$ cat src/rtl/seq_multiplier.sv
// Sequential shift-add multiplier: WIDTH x WIDTH -> 2*WIDTH product over WIDTH add cycles,
// unsigned or two's complement per operation, start/busy/done handshake.
module seq_multiplier #(
  parameter int WIDTH = 4
) (
  input  logic                 clk,
  input  logic                 reset,
  input  logic                 start,
  input  logic                 signed_mode,
  input  logic [WIDTH-1:0]     A,
  input  logic [WIDTH-1:0]     B,
  output logic                 busy,
  output logic                 done,
  output logic [2*WIDTH-1:0]   product
);

  localparam int PW = 2 * WIDTH;
  localparam int CW = $clog2(WIDTH + 1);

  typedef enum logic [1:0] {
    S_IDLE,
    S_RUN,
    S_DONE
  } state_t;

  state_t           state;
  logic [PW-1:0]    mcand;
  logic [PW-1:0]    acc;
  logic [WIDTH-1:0] mplier;
  logic [CW-1:0]    count;
  logic             neg;

  logic [WIDTH-1:0] a_mag;
  logic [WIDTH-1:0] b_mag;
  logic [WIDTH-1:0] a_sel;
  logic [WIDTH-1:0] b_sel;
  logic             neg_in;
  logic [PW-1:0]    acc_next;
  logic [PW-1:0]    result;

  // Signed operands are reduced to magnitudes so the datapath is purely unsigned;
  // the most negative value maps to 2^(WIDTH-1), which still fits in WIDTH bits.
  always_comb begin
    a_mag    = A[WIDTH-1] ? (~A + WIDTH'(1)) : A;
    b_mag    = B[WIDTH-1] ? (~B + WIDTH'(1)) : B;
    a_sel    = signed_mode ? a_mag : A;
    b_sel    = signed_mode ? b_mag : B;
    neg_in   = signed_mode & (A[WIDTH-1] ^ B[WIDTH-1]);
    acc_next = acc + (mplier[0] ? mcand : '0);
    result   = neg ? (~acc + PW'(1)) : acc;
  end

  // The final add lands on the edge entering S_DONE; the sign fix-up and the done
  // pulse happen on the edge leaving it, which is also where a back-to-back start is taken.
  always_ff @(posedge clk or negedge reset) begin
    if (!reset) begin
      state   <= S_IDLE;
      mcand   <= '0;
      acc     <= '0;
      mplier  <= '0;
      count   <= '0;
      neg     <= 1'b0;
      busy    <= 1'b0;
      done    <= 1'b0;
      product <= '0;
    end else begin
      done <= 1'b0;
      case (state)
        S_IDLE: begin
          if (start) begin
            mcand  <= {{WIDTH{1'b0}}, a_sel};
            mplier <= b_sel;
            neg    <= neg_in;
            acc    <= '0;
            count  <= CW'(WIDTH);
            busy   <= 1'b1;
            state  <= S_RUN;
          end
        end
        S_RUN: begin
          acc    <= acc_next;
          mcand  <= mcand << 1;
          mplier <= mplier >> 1;
          count  <= count - CW'(1);
          if (count == CW'(1)) begin
            busy  <= 1'b0;
            state <= S_DONE;
          end
        end
        S_DONE: begin
          product <= result;
          done    <= 1'b1;
          if (start) begin
            mcand  <= {{WIDTH{1'b0}}, a_sel};
            mplier <= b_sel;
            neg    <= neg_in;
            acc    <= '0;
            count  <= CW'(WIDTH);
            busy   <= 1'b1;
            state  <= S_RUN;
          end else begin
            state <= S_IDLE;
          end
        end
        default: begin
          busy  <= 1'b0;
          state <= S_IDLE;
        end
      endcase
    end
  end

endmodule

$ cat config.mk
export PLATFORM = sky130hd
export DESIGN_NAME = seq_multiplier
export DESIGN_NICKNAME = d
export VERILOG_FILES = /design/src/rtl/seq_multiplier.sv
export SDC_FILE = /design/constraint.sdc
export NUM_CORES = 1
export LEC_CHECK = 0
export ABC_CLOCK_PERIOD_IN_PS = 6550
export CAP_MARGIN = 20
export CORE_ASPECT_RATIO = 1.4
export CORE_MARGIN = 10
export CORE_UTILIZATION = 35
export CTS_BUF_LIST = sky130_fd_sc_hd__clkbuf_4 sky130_fd_sc_hd__clkbuf_8 sky130_fd_sc_hd__clkbuf_16
export DETAILED_ROUTE_END_ITERATION = 12
export GPL_TIMING_DRIVEN = 1
export PLACE_DENSITY_LB_ADDON = 0.15
export SETUP_SLACK_MARGIN = 0.3
export SLEW_MARGIN = 5
export SYNTH_ARGS = -nofsm -noshare
export SYNTH_HDL_FRONTEND = slang
export SYNTH_SLANG_ARGS = --single-unit
$ cat constraint.sdc
create_clock -name clk -period 6.55 [get_ports clk]
set_clock_uncertainty 0.15 [all_clocks]
set_input_delay 0.655 -clock clk [delete_from_list [all_inputs] [get_ports clk]]
set_output_delay 0.655 -clock clk [all_outputs]
set_load 0.02 [all_outputs]
==> qor.log, run 1 <==
qor: critical_path.arrival 2.42 ns
qor: synth.synth_async_reset_ratio 100.0%
qor: critical_path.required 6.57 ns
qor: critical_path.worst-r2r-cell-count 7
qor: synth.ys_warn_count 0
qor: drt.drt-total-wl 4.012 mm
qor: global_route.first_global_vias 1621
qor: placement.gp_routability_congestion 0.7235
qor: die.dieArea 9441 µm²
qor: sta.holdWs 0.3045 ns
qor: drt.vias_per_cell 4.909
qor: synth.synth.top_cells.by_area sky130_fd_sc_hd__dfrtp_1 (43%), sky130_fd_sc_hd__ha_1 (7.2%), sky130_fd_sc_hd__nand2_1 (6.3%)
qor: power_and_ir_drop.leakagePower 1.139 nW
qor: sta.post-route-period-util 36.57%
qor: layout.fin_cells 307
qor: sta.rsz_0062_raised_after_global_routing no
qor: sta.setup_ws 4.155 ns
qor: drt.count_of_nets_left_with_antenna_violations_after_detail_routing 0
qor: die.core 5822 µm²
qor: synth.yosys_register_bits 36
qor: sta.slew_headroom 45.26%
qor: sta.report.final.hold_viol_count 0
qor: layout.nNetsFinal 261
qor: sta.max_clock_freq 417.5 MHz
qor: global_route.grt_pass1_wl 7.182 mm
qor: global_route.grt_max_degree 37
qor: power_and_ir_drop.report.power.total 1.077 mW
qor: sta.worst_pin_slew 0.8211 ns
qor: global_route.gr_usage_total 9.061%
qor: synth.synth_top_flop_cell sky130_fd_sc_hd__dfrtp_1
qor: die.io-pin-count 22
qor: placement.placedCellCount 299
qor: clock_tree.cts-hold-fix-buffers 0
qor: placement.buffer_ports.inserted 21
qor: power_and_ir_drop.ir_worst_vdd 0.1540 mV
qor: die.start_util 35.59%
qor: synth.ys_types 40
qor: sta.min_period 2.395 ns
qor: critical_path.regToRegEndpoint acc[7]
qor: clock_tree.cts.repair.resized 0
qor: clock_tree.max-clock-path-buffers 2
qor: die.die_y 111.0 µm
qor: hold_path.worstHoldPathType in2async
qor: layout.final_common_cell sky130_fd_sc_hd__dfrtp_1
qor: synth.synth_top_area_cell sky130_fd_sc_hd__dfrtp_1
qor: critical_path.setup_slack_reg_to_reg 4.15 ns
qor: clock_tree.tritoncts done
qor: critical_path.timing.critical_path.to_type flip-flop
qor: critical_path.critPathKind reg2reg
qor: global_route.initial_antenna_violation_count 0
qor: sta.final-max-slew-violation-count 0
qor: synth.mappedNetlistArea 2072 µm²
qor: layout.layout.core_utilization 41.67%
qor: drt.drtIter0Drc 46
qor: clock_tree.cts_setup_buffers 0
qor: critical_path.timing.rr.start mplier[0]
qor: synth.synth.avg_cell_area 9.548 µm²
qor: critical_path.cp-start-kind flip-flop
qor: layout.final_layout_size_suffix_gt1_share 6.751%
qor: drt.drcViolationCount 0
qor: die.row_count 33
qor: power_and_ir_drop.powerDensity 443.8 nW/µm²
qor: clock_tree.clock_tree_root_buffer_cell sky130_fd_sc_hd__clkbuf_8
qor: layout.final_cell_area 2426 µm²
qor: drt.vias 1507
qor: clock_tree.h_tree_depth 2
qor: drt.dr.pass1.iters 4
qor: layout.layout_common_cells sky130_fd_sc_hd__dfrtp_1 (36), sky130_fd_sc_hd__nand2_1 (35), sky130_fd_sc_hd__clkdlybuf4s50_1 (20), sky130_fd_sc_hd__o21ai_0 (15), sky130_fd_sc_hd__ha_1 (12)
qor: run_status.status complete, no violations
qor: sta.setup_viol 0
qor: synth.synth_top_area_share 43.48%
qor: layout.area.growth.synth_to_final 17.09%
qor: critical_path.critical_path_peak_fanout 10
qor: flow_run.cap_violations 0
qor: clock_tree.cts_num_sinks 36
qor: drt.mean_routed_wirelength_per_cell 13.07 µm
qor: die.die_x 85.03 µm
qor: synth.syn-instance-count 217
qor: synth.synth_edf_count 0
qor: clock_tree.clk_pin_slew 0.07 ns
qor: global_route.grt_overflow 0
qor: clock_tree.clock_insertion_delay_worst_skew 0.29 ns
qor: clock_tree.cts_buffers 5
qor: placement.post_detailed_placement_cell_area 2328 µm²
qor: synth.seq_area_frac_synth 43.48%
qor: placement.place_ws 3.845 ns
qor: placement.detailed_place_hpwl 3.023 mm
qor: sta.timing.setup.tns 0 ns
qor: layout.antenna_cells 0
qor: synth.syn_nets 242
where the power goes:
part / leakage, nW / internal [mW] / switching (mW) / total [mW]
Sequential: 0.460 / 0.316 / 0.106 / 0.422
Clock: 0.0523 / 0.0941 / 0.0778 / 0.172
Combinational: 0.627 / 0.238 / 0.245 / 0.483
Total: 1.14 / 0.648 / 0.429 / 1.08
logic make-up after synthesis:
group,after synthesis,share of synthesized area [%]
and+or+nand+nor,72,17.21
AOI/OAI and AO/OA,53,16.85
DFF,36,43.48
buffers and inverters,20,3.744
xor gates and xnor gates,14,5.918
adders and majority gates,13,8.212
muxes,9,4.589
how the worst max path moves through the flow:
stage	from	to	cells past startpoint
3_3_place_gp	start	acc[6]	5
6_report	mplier[0]	acc[7]	7
3_5_place_dp	start	acc[7]	5
2_1_floorplan	mplier[0]	acc[7]	8
4_1_cts	mplier[0]	acc[7]	7
5_1_grt	mplier[0]	acc[7]	7
Yosys cell counts (all sizes together) (2+ instances only):
cell type  instances
a21o               3
a21oi              8
a22o               7
a32o               2
and2               7
buf                3
clkbuf             6
dfrtp             36
ha                12
inv               11
mux2               4
mux2i              5
nand2             35
nand2b             3
nand3              8
nor2               5
nor2b              4
nor3               2
o21ai             24
o31ai              4
or3                2
xnor2              6
xor2               8
state kept, by name (all words and copies together), names as in the netlist:
signal / count
state: 2
acc: 8
mplier: 4
neg: 1
product: 8
mcand: 8
done: 1
busy: 1
count: 3
per-layer routing:
metal / wire (µm) / global-route usage [%] / part of all wire [%] / vias up
li1: - / - / - / 793
met1: 1749 / 9.075 / 44 / 680
met2: 1981 / 16.23 / 49 / 27
met3: 199 / 2.868 / 5.0 / 7
met4: 82 / 4.295 / 2.0 / 0
met5: 0 / 0 / 0 / -
critical path, cell delays in order, from the launching register on:
cell and delay (ns):
sky130_fd_sc_hd__dfrtp_1 0.47, sky130_fd_sc_hd__and2_1 0.21, sky130_fd_sc_hd__ha_1 0.32, sky130_fd_sc_hd__a21oi_1 0.25
sky130_fd_sc_hd__a211oi_1 0.15, sky130_fd_sc_hd__a211o_1 0.31, sky130_fd_sc_hd__a32o_1 0.25, sky130_fd_sc_hd__a31o_1 0.18
cell type report:
| class | instances | area (µm²) |
|---|---|---|
| clock buffers | 8 | 97.59 |
| fillers | 596 | 3396 |
| inverters | 11 | 41.29 |
| multi-input cells | 161 | 1094 |
| flip-flops and latches | 36 | 900.9 |
| well taps | 70 | 87.58 |
| repair buffers | 21 | 205.2 |
Note: power is estimated with default switching activity, not from simulation.
==> run 2: changes to the inputs <==
--- a/config.mk
+++ b/config.mk
@@ -5,7 +5,7 @@
 export SDC_FILE = /design/constraint.sdc
 export NUM_CORES = 1
 export LEC_CHECK = 0
-export ABC_CLOCK_PERIOD_IN_PS = 6550
+export ABC_CLOCK_PERIOD_IN_PS = 2400
 export CAP_MARGIN = 20
 export CORE_ASPECT_RATIO = 1.4
 export CORE_MARGIN = 10
==> constraint.sdc (replaced) <==
create_clock -name clk -period 2.4 [get_ports clk]
set_clock_uncertainty 0.15 [all_clocks]
set_input_delay 0.24 -clock clk [delete_from_list [all_inputs] [get_ports clk]]
set_output_delay 0.24 -clock clk [all_outputs]
set_load 0.02 [all_outputs]
==> run 2 against run 1 <==
Against the previous run:
- critical path depth unchanged
- hold slack improved by 0.021 ns
- flip-flop and latch count unchanged
- via count increased by 5.4%
- sequential share of layout area decreased by 3.0 points
- cell count increased by 3.9%
- cell area increased by 8.8%
- global-route usage increased by 0.71 points
- power increased to 3.0 times the previous value
- combinational power increased to 3.4 times the previous value
- critical endpoint unchanged
==> qor.log, run 2 (same netlist as run 1, synthesis figures left out) <==
qor: run_status.status complete, no violations
qor: layout.area.growth.synth_to_final 27.42%
qor: sta.report.final.hold_viol_count 0
qor: critical_path.critical_path_peak_fanout 6
qor: sta.holdWs 0.3255 ns
qor: layout.fillCellCount 562
qor: layout.final_common_cell sky130_fd_sc_hd__dfrtp_1
qor: clock_tree.cts_buffers 5
qor: global_route.grt_overflow 0
qor: sta.max_clock_freq 474.4 MHz
qor: critical_path.critPathKind reg2reg
qor: critical_path.timing.critical_path.max_delay_family compound AO/OA/AOI/OAI gates
qor: sta.post-route-period-util 87.83%
qor: sta.rsz_0062_raised_after_global_routing yes
qor: sta.slew_headroom 45.95%
qor: clock_tree.clock_insertion_delay_worst_skew 0.29 ns
qor: critical_path.cp_cell_sequence and2_4, ha_4, a21oi_4, a211oi_2, a211o_1, a32o_1, a31o_1
qor: critical_path.arrival 2.14 ns
qor: clock_tree.clk_pin_slew 0.07 ns
qor: layout.layout_common_cells sky130_fd_sc_hd__dfrtp_1 (35), sky130_fd_sc_hd__nand2_1 (34), sky130_fd_sc_hd__clkdlybuf4s50_1 (20), sky130_fd_sc_hd__o21ai_0 (14), sky130_fd_sc_hd__inv_1 (11)
qor: placement.detailed_place_hpwl 3.223 mm
qor: sta.timing.setup.tns 0 ns
qor: global_route.grt_max_degree 37
qor: die.row_count 33
qor: power_and_ir_drop.leakagePower 1.196 nW
qor: sta.final-max-slew-violation-count 0
qor: hold_path.worstHoldPathType reg2reg
qor: clock_tree.clock_tree_root_buffer_cell sky130_fd_sc_hd__clkbuf_8
qor: global_route.gr_usage_total 9.774%
qor: critical_path.path_buf_inv 0
qor: sta.min_period 2.108 ns
qor: placement.gp_routability_congestion 0.7531
qor: power_and_ir_drop.power.share.sequential 35.3%
qor: drt.drtIter0Drc 52
qor: power_and_ir_drop.power.clock.fraction 14.6%
qor: power_and_ir_drop.powerDensity 1224 nW/µm²
qor: critical_path.cp-start-kind flip-flop
qor: critical_path.crit_path_top_delay_cell sky130_fd_sc_hd__dfrtp_2
qor: flow_run.cap_violations 0
qor: clock_tree.tritoncts done
qor: global_route.grt_pass1_wl 7.700 mm
qor: die.dieArea 9441 µm²
qor: layout.multi_input_area 1210 µm²
qor: drt.vias 1589
qor: global_route.first_global_vias 1662
qor: layout.regArea 902.1 µm²
qor: sta.worst_pin_slew 0.8108 ns
qor: global_route.initial_antenna_violation_count 0
qor: clock_tree.h_tree_depth 2
qor: drt.count_of_nets_left_with_antenna_violations_after_detail_routing 0
qor: layout.nNetsFinal 273
qor: drt.drt-total-wl 4.463 mm
qor: critical_path.timing.critical_path.to_type flip-flop
qor: critical_path.max_stage_delay 0.45 ns
qor: placement.buffer_ports.inserted 21
qor: power_and_ir_drop.power_report.internal_total 1.942 mW
qor: clock_tree.max-clock-path-buffers 2
qor: power_and_ir_drop.switchingPower 1.289 mW
qor: drt.mean_routed_wirelength_per_cell 13.99 µm
qor: layout.final_layout_size_suffix_gt1_share 17.67%
qor: critical_path.required 2.43 ns
qor: clock_tree.cts_num_sinks 36
qor: die.start_util 35.59%
qor: power_and_ir_drop.power.combinational.fraction 50.2%
qor: drt.dr.pass1.iters 4
qor: die.die_x 85.03 µm
qor: die.core 5822 µm²
qor: die.io-pin-count 22
qor: layout.biggestRegsByFlops acc (8), mcand (8), product (8)
qor: drt.drcViolationCount 0
qor: die.die_y 111.0 µm
qor: sta.setup_viol 0
qor: power_and_ir_drop.ir_worst_vdd 0.3420 mV
qor: drt.vias_per_cell 4.981
qor: layout.antenna_cells 0
qor: power_and_ir_drop.p_sw_share 39.89%
-- run 2: power by group through the flow --
| stage | registers [mW] | logic, mW | clock network [mW] |
|---|---|---|---|
| 4_1_cts | 1.14 | 1.62 | 0.485 |
| 3_3_place_gp | 1.14 | 1.45 | 0 |
| 2_1_floorplan | 1.12 | 1.03 | 0 |
| 3_5_place_dp | 1.14 | 1.47 | 0 |
| 5_1_grt | 1.18 | 1.82 | 0.508 |
| 6_report | 1.14 | 1.62 | 0.471 |
-- run 2: path summary, 6_finish.rpt --
path,from,endpoint,slack (ns),cells past startpoint
max in group asynchronous,reset,mplier[0],1.10,2
max,mplier[0],acc[7],0.29,7
min in group asynchronous,reset,acc[0],0.42,2
min,product[3],product[3],0.33,2
max reg2reg,mplier[0],acc[7],0.29,7
min reg2reg,product[3],product[3],0.33,2
-- run 2: layout make-up --
cell class                      instances  share of cell area, %
Inverter                               11                  1.564
Tap cell                               70                  3.318
Clock buffer                            8                  3.697
Timing Repair Buffer                   33                  11.42
Sequential cell                        36                  34.17
Multi-Input combinational cell        161                  45.83
-- run 2: per-layer routing --
metal,wire length (µm),vias up,share of wire (%),track usage (%)
met2,2303,29,52,17.54
met5,0,-,0,0
met4,79,0,1.8,3.965
met1,1892,737,42,10.21
met3,188,6,4.2,2.794
li1,-,817,-,-
-- run 2: worst min-delay path, stage by stage (launching register included) --
cell and delay [ns]:
sky130_fd_sc_hd__dfrtp_1 0.34, sky130_fd_sc_hd__nand2_1 0.04, sky130_fd_sc_hd__o21ai_0 0.06
-- run 2: repair_timing --
action,in CTS,in global routing
hold buffers,1,0
gates resized for setup,18,1
cloned,0,0
setup endpoints to repair,3,3
endpoints found under the hold margin,36,0
pin swaps,7,0
setup buffers,4,2
-- run 2: metrics by stage --
step / utilization (%) / instances / cell area, µm² / power (mW) / setup WS, ns
finish: 45.35 / 319 / 2640 / 3.231 / 0.2921
global placement: 40.96 / 304 / 2385 / 2.593 / 0.1762
detailed placement: 40.96 / 304 / 2385 / 2.612 / 0.1316
global route: 45.35 / 319 / 2640 / 3.512 / 0.1874
CTS: 44.87 / 317 / 2613 / 3.249 / 0.2850
floorplan: - / 217 / 2092 / 2.153 / 0.2936
